[src/rtl/pc_sequencer_if.sv]
// ---------------------------------------------------------------------------
// pc_sequencer_if -- bundle of the fetch/issue/next-PC signals around the
// program-counter sequencer.
//
//   imem_addr, imem_req      : fetch request and address towards instr memory
//   imem_ready, imem_data    : memory response (opcode in imem_data[18:13])
//   instr_out, instr_valid   : registered instruction towards decoder/datapath
//   instr_accept             : datapath completes the current instruction
//   sel_PCSrc_*              : one-hot next-PC source from the decoder
//   jump_offset, jump_const  : signed branch offset / absolute jump target
//   cond_taken               : branch condition, sampled with instr_accept
//   pc, seq_error            : current PC and sticky illegal-select flag
//
// Modport master is the sequencer itself; slave is its environment.
// ---------------------------------------------------------------------------
interface pc_sequencer_if;
  logic [11:0] imem_addr;
  logic        imem_req;
  logic        imem_ready;
  logic [18:0] imem_data;
  logic [18:0] instr_out;
  logic        instr_valid;
  logic        instr_accept;
  logic        sel_PCSrc_plus1;
  logic        sel_PCSrc_offset;
  logic        sel_PCSrc_const;
  logic [7:0]  jump_offset;
  logic [11:0] jump_const;
  logic        cond_taken;
  logic [11:0] pc;
  logic        seq_error;

  modport master (
    output imem_addr, imem_req, instr_out, instr_valid, pc, seq_error,
    input  imem_ready, imem_data, instr_accept,
           sel_PCSrc_plus1, sel_PCSrc_offset, sel_PCSrc_const,
           jump_offset, jump_const, cond_taken
  );

  modport slave (
    input  imem_addr, imem_req, instr_out, instr_valid, pc, seq_error,
    output imem_ready, imem_data, instr_accept,
           sel_PCSrc_plus1, sel_PCSrc_offset, sel_PCSrc_const,
           jump_offset, jump_const, cond_taken
  );
endinterface

[src/rtl/pc_sequencer.sv]
// ---------------------------------------------------------------------------
// pc_sequencer -- fetch/issue sequencer owning the 12-bit program counter.
//
// Ports:
//   clk  : single clock, rising edge
//   rst  : synchronous, active-high reset (FETCH, pc=0, instr_out=0)
//   bus  : pc_sequencer_if.master (fetch handshake, issue handshake,
//          next-PC select inputs, pc and seq_error outputs)
//
// Operation: FETCH requests imem[pc]; on imem_ready the word is latched and
// the block moves to ISSUE, holding instr_out/pc until instr_accept. On
// accept the pc is reloaded from the one-hot select (plus1, conditional
// offset, absolute const) and the block returns to FETCH.
//
// Configuration macro PC_SEQ_ERROR_HALT_EN:
//   defined   - an illegal select (not one-hot) sets seq_error, keeps pc and
//               parks the block in HALT until reset.
//   undefined - an illegal select behaves as plus1; seq_error is tied to 0.
// ---------------------------------------------------------------------------
module pc_sequencer (
  input  logic           clk,
  input  logic           rst,
  pc_sequencer_if.master bus
);

  typedef enum logic [1:0] {
    FETCH = 2'd0,
    ISSUE = 2'd1,
    HALT  = 2'd2
  } state_t;

  state_t      r_state;
  logic [11:0] r_pc;
  logic [18:0] r_instr;

  logic [2:0]  w_sel;
  logic [11:0] w_pcPlus1;
  logic [11:0] w_offsetExt;
  logic [11:0] w_pcBranch;
  logic [11:0] w_pcNext;

  assign w_sel       = {bus.sel_PCSrc_const, bus.sel_PCSrc_offset, bus.sel_PCSrc_plus1};
  assign w_pcPlus1   = r_pc + 12'd1;
  assign w_offsetExt = {{4{bus.jump_offset[7]}}, bus.jump_offset};
  // 12-bit adders wrap naturally, giving modulo-4096 pc arithmetic.
  assign w_pcBranch  = w_pcPlus1 + w_offsetExt;

  // Anything that is not exactly "offset" or "const" falls back to pc+1,
  // which is also the treatment of illegal selects when not halting on them.
  always_comb begin
    w_pcNext = w_pcPlus1;
    if (w_sel == 3'b010 && bus.cond_taken) begin
      w_pcNext = w_pcBranch;
    end else if (w_sel == 3'b100) begin
      w_pcNext = bus.jump_const;
    end
  end

`ifdef PC_SEQ_ERROR_HALT_EN
  logic r_seqError;
  logic w_selLegal;

  assign w_selLegal = (w_sel == 3'b001) || (w_sel == 3'b010) || (w_sel == 3'b100);
`endif

  always_ff @(posedge clk) begin
    if (rst) begin
      r_state <= FETCH;
      r_pc    <= 12'h000;
      r_instr <= 19'h00000;
`ifdef PC_SEQ_ERROR_HALT_EN
      r_seqError <= 1'b0;
`endif
    end else begin
      case (r_state)
        FETCH: begin
          if (bus.imem_ready) begin
            r_instr <= bus.imem_data;
            r_state <= ISSUE;
          end
        end
        ISSUE: begin
          if (bus.instr_accept) begin
`ifdef PC_SEQ_ERROR_HALT_EN
            if (w_selLegal) begin
              r_pc    <= w_pcNext;
              r_state <= FETCH;
            end else begin
              r_seqError <= 1'b1;
              r_state    <= HALT;
            end
`else
            r_pc    <= w_pcNext;
            r_state <= FETCH;
`endif
          end
        end
        HALT:    r_state <= HALT;
        default: r_state <= FETCH;
      endcase
    end
  end

  // Handshake outputs decode the state register; they are masked by rst so
  // that both are low during the reset cycle and imem_req rises in the very
  // first cycle after rst drops.
  assign bus.imem_req    = (r_state == FETCH) && !rst;
  assign bus.instr_valid = (r_state == ISSUE) && !rst;
  assign bus.imem_addr   = r_pc;
  assign bus.pc          = r_pc;
  assign bus.instr_out   = r_instr;

`ifdef PC_SEQ_ERROR_HALT_EN
  assign bus.seq_error = r_seqError;
`else
  assign bus.seq_error = 1'b0;
`endif

endmodule

[src/flat_wrapper.sv]
// flat-port wrapper written by rule: the top's interface ports become plain ports
module pc_sequencer_flat 
  (clk, rst, bus_imem_addr, bus_imem_req, bus_instr_out, bus_instr_valid, bus_pc, bus_seq_error, bus_imem_ready, bus_imem_data, bus_instr_accept, bus_sel_PCSrc_plus1, bus_sel_PCSrc_offset, bus_sel_PCSrc_const, bus_jump_offset, bus_jump_const, bus_cond_taken);
  pc_sequencer_if bus_i ();
  input  logic clk;
  input  logic rst;
  output wire logic [$bits(bus_i.imem_addr)-1:0] bus_imem_addr;
  output wire logic [$bits(bus_i.imem_req)-1:0] bus_imem_req;
  output wire logic [$bits(bus_i.instr_out)-1:0] bus_instr_out;
  output wire logic [$bits(bus_i.instr_valid)-1:0] bus_instr_valid;
  output wire logic [$bits(bus_i.pc)-1:0] bus_pc;
  output wire logic [$bits(bus_i.seq_error)-1:0] bus_seq_error;
  input wire logic [$bits(bus_i.imem_ready)-1:0] bus_imem_ready;
  input wire logic [$bits(bus_i.imem_data)-1:0] bus_imem_data;
  input wire logic [$bits(bus_i.instr_accept)-1:0] bus_instr_accept;
  input wire logic [$bits(bus_i.sel_PCSrc_plus1)-1:0] bus_sel_PCSrc_plus1;
  input wire logic [$bits(bus_i.sel_PCSrc_offset)-1:0] bus_sel_PCSrc_offset;
  input wire logic [$bits(bus_i.sel_PCSrc_const)-1:0] bus_sel_PCSrc_const;
  input wire logic [$bits(bus_i.jump_offset)-1:0] bus_jump_offset;
  input wire logic [$bits(bus_i.jump_const)-1:0] bus_jump_const;
  input wire logic [$bits(bus_i.cond_taken)-1:0] bus_cond_taken;
  assign bus_imem_addr = bus_i.imem_addr;
  assign bus_imem_req = bus_i.imem_req;
  assign bus_instr_out = bus_i.instr_out;
  assign bus_instr_valid = bus_i.instr_valid;
  assign bus_pc = bus_i.pc;
  assign bus_seq_error = bus_i.seq_error;
  assign bus_i.imem_ready = bus_imem_ready;
  assign bus_i.imem_data = bus_imem_data;
  assign bus_i.instr_accept = bus_instr_accept;
  assign bus_i.sel_PCSrc_plus1 = bus_sel_PCSrc_plus1;
  assign bus_i.sel_PCSrc_offset = bus_sel_PCSrc_offset;
  assign bus_i.sel_PCSrc_const = bus_sel_PCSrc_const;
  assign bus_i.jump_offset = bus_jump_offset;
  assign bus_i.jump_const = bus_jump_const;
  assign bus_i.cond_taken = bus_cond_taken;
  pc_sequencer u_core (.clk(clk), .rst(rst), .bus(bus_i));
endmodule
[config.mk]
export PLATFORM = sky130hd
export DESIGN_NAME = pc_sequencer_flat
export DESIGN_NICKNAME = d
export VERILOG_FILES = /design/src/rtl/pc_sequencer_if.sv /design/src/rtl/pc_sequencer.sv /design/src/flat_wrapper.sv
export SDC_FILE = /design/constraint.sdc
export NUM_CORES = 1
export LEC_CHECK = 0
export ABC_AREA = 1
export ABC_CLOCK_PERIOD_IN_PS = 2830
export CAP_MARGIN = 10
export CORE_UTILIZATION = 24
export CTS_CLUSTER_DIAMETER = 80
export DETAILED_ROUTE_END_ITERATION = 10
export PLACE_DENSITY = 0.48
export SETUP_SLACK_MARGIN = 0.2
export SLEW_MARGIN = 30
export SYNTH_ARGS = -nofsm -noshare
export SYNTH_HDL_FRONTEND = slang
export SYNTH_SLANG_ARGS = --single-unit
[constraint.sdc]
create_clock -name clk -period 2.83 [get_ports clk]
set_input_delay 0.283 -clock clk [delete_from_list [all_inputs] [get_ports clk]]
set_output_delay 0.283 -clock clk [all_outputs]
set_load 0.005 [all_outputs]
==> results of run 1 <==
## metal layers
layer	GRT usage	vias up	wire, um
li1	-	1357	-
met1	0.2151	1130	3655
met2	0.2470	72	3632
met3	0.02484	5	416
met4	0.03010	0	50
met5	0	-	0
## timing repair
item                       in CTS  in global routing
resized for setup               0                  5
setup endpoints to repair       0                  5
buffers inserted                0                  0
## stage by stage
stage | instances | util | hold slack [ns]
3_5_place_dp | 570 | 0.3577 | 0.4647
4_1_cts | 578 | 0.3701 | 0.4781
5_1_grt | 578 | 0.3725 | 0.4993
3_3_place_gp | 570 | 0.3577 | 0.4592
2_1_floorplan | 364 | - | 0.3521
6_report | 578 | 0.3725 | 0.4802
## sequential cells by signal (all words and copies together), names as in the netlist
name,count
u_core.r_state,2
u_core.bus.imem_addr,12
u_core.bus.instr_out,19
## placed cells by master, fill, tap and decap left out, types with 2 or more instances in the layout
master,n
nand4_1,5
a21oi_1,19
clkdlybuf4s50_1,91
dfxtp_1,32
buf_4,8
o21ai_0,40
o211ai_1,6
clkbuf_8,6
clkinv_1,2
xnor2_1,2
nand3_1,26
nor3_1,3
a21oi_2,2
nor2_1,63
o21a_1,2
nand2_1,63
nor2_4,3
inv_1,31
nand2_2,2
o21bai_1,2
xor2_1,4
a31oi_1,5
or2_2,4
ha_1,14
## path summary, 6_finish.rpt
| kind | from | end | slack [ns] | depth (start not counted) |
|---|---|---|---|---|
| hold reg to reg | u_core.r_state[1]$_SDFFE_PP0P_ | u_core.r_state[1]$_SDFFE_PP0P_ | 0.48 | 2 |
| setup reg to reg | u_core.bus.imem_addr[1]$_SDFFE_PP0P_ | u_core.bus.imem_addr[9]$_SDFFE_PP0P_ | 0.38 | 14 |
| hold / removal | u_core.r_state[1]$_SDFFE_PP0P_ | u_core.r_state[1]$_SDFFE_PP0P_ | 0.48 | 2 |
| setup / recovery | u_core.bus.imem_addr[1]$_SDFFE_PP0P_ | u_core.bus.imem_addr[9]$_SDFFE_PP0P_ | 0.38 | 14 |
## layout make-up
cell class,instances,area (um2),share of cell area
multi-input cells,275,1469,0.4188
repair buffers,99,970.9,0.2768
flip-flops and latches,33,661.9,0.1887
well taps,129,161.4,0.04602
inverters,34,127.6,0.03639
clock buffers,7,86.33,0.02462
clock inverters,1,30.03,0.008562
## report_power, final
group          internal [W]  switching [W]
Sequential         0.000501      0.0000300
Combinational      0.000226       0.000195
Clock              0.000287       0.000191
## kinds of logic (layout without fill, tap and decap cells)
group           count (synthesis)  after routing
xor+xnor                        6              6
buf+inv                        56            141
flops                          33             33
compound gates                 78             78
fa+ha+maj                      16             16
other cells                     1              1
simple gates                  174            174
## worst max-delay path, cell delays in order (launching register included)
cell	delay, ns
dfxtp_2	0.38
ha_1	0.17
nand2_1	0.10
inv_1	0.11
nand2_1	0.06
xor2_1	0.18
inv_1	0.07
ha_1	0.33
nand2_1	0.09
nand2_1	0.09
o21ai_0	0.37
nand3_1	0.12
nand2_1	0.08
nand3_1	0.07
a21oi_2	0.13
==> results_dict.tcl, run 1 <==
set metrics [dict create \
    synth.distinct_cells 33 \
    syn_inst 364 \
    floorplan.die.width_um 101.3 \
    initial_core_util 0.2516 \
    max_cap_violations 0 \
    grt_pass1_vias 2326 \
    clk_path_buf_depth 2 \
    p_leak_nw 1.511 \
    num_vias 2564 \
    drcViolationCount 0 \
    synth.mux.area_fraction 0 \
    gp_congestion 0.8438 \
    ys_top_cells_by_area "dfxtp_1, nand2_1, nor2_1, o21ai_0, ha_1" \
    synth_fa_ha_area_frac 0.08769 \
    clock_sinks 33 \
    avgSynthCellArea_um2 6.507 \
    insertion_delay_ns 0.29 \
    syn_to_final_growth_pct 48.07 \
    ir_worst_vdd_uv 203.2 \
    grt_pass1_wl_um 12110 \
    fillers 1033 \
    grt_setup_unrepaired "false" \
    hp-class "reg -> reg" \
    viasPerCell 4.436 \
    synth_largest_area_cell "dfxtp_1" \
    syn_nets 427 \
    portBuffers 91 \
    cts_tree "built" \
    grt-ovfl-total 0 \
    io-pin-count 93 \
    setup_tns_ns 0 \
    fin_crit_ns 2.447 \
    clkSlewWorstSetupHoldPaths_ns 0.08 \
    p_total_w 0.001430 \
    hpwlAfterDp_um 6097 \
    end_kind "flop" \
    nNetsFinal 511 \
    placed_area_um2 3368 \
    stdcell_area_um2 3507 \
    preCtsSetupSlack_ns 0.3362 \
    cts_inserted_buffers 5 \
    netlist_area_um2 2369 \
    period_share 0.8647 \
    yosys_register_bits 33 \
    clockRootBuffer "clkbuf_8" \
    synth_top_cell_area_share 0.2789 \
    synth_compound_area_frac 0.1807 \
    setup_viol 0 \
    ctsHtreeMaxLevel 2 \
    fmax_mhz 408.7 \
    power_density_nw_per_um2 407.7 \
    ys_warn_count 0 \
    startpoint_type "flop" \
    n_antenna_cell 0 \
    num_rows 35 \
    critical_path.max_fanout 6 \
    core_um2 9415 \
    die_area_um2 10270 \
    ant_nets 0 \
    ys_top_cells_by_count "nand2_1, nor2_1, o21ai_0" \
    synth-simple-area-share 0.3191 \
    synth_top_family_by_area "simple AND/OR/NAND/NOR gates" \
    outcome "finished clean" \
    worst_slack_ns 0.3829 \
    cts_hold_buffers 0 \
    timing.final.max_slew_violations 0 \
    fin_worst_skew_ns 0.007445 \
    synth-main-ff-cell "dfxtp_1" \
    die_h_um 101.3 \
    yosysSeqAreaShare 0.2789 \
    drt_iter0_drc 96 \
    grt_max_degree 21 \
    antenna_found_initial 0 \
    synthXorXnorAreaFrac 0.02219 \
    drive_gt1_frac 0.06904 \
    wl_per_cell_um 13.42 \
    firstDrtPassIters 6 \
    synth_edf_count 0 \
    hold_violations 0 \
    cp.arrival_ns 2.67 \
    synthArstFlopShare 0 \
    cp.required_ns 3.06 \
    critPathKind "reg -> reg" \
    grt_usage 0.1531 \
    wirelength_um 7755 \
]
No activity file was read; power rests on OpenSTA's default activity.
==> run 2: changes to the inputs <==
--- a/config.mk
+++ b/config.mk
@@ -11,6 +11,7 @@
 export CORE_UTILIZATION = 24
 export CTS_CLUSTER_DIAMETER = 80
 export DETAILED_ROUTE_END_ITERATION = 10
+export HOLD_SLACK_MARGIN = 0.08
 export PLACE_DENSITY = 0.48
 export SETUP_SLACK_MARGIN = 0.2
 export SLEW_MARGIN = 30
==> results of run 2 <==
Final layout, timing and power as in run 1 (identical DEF).
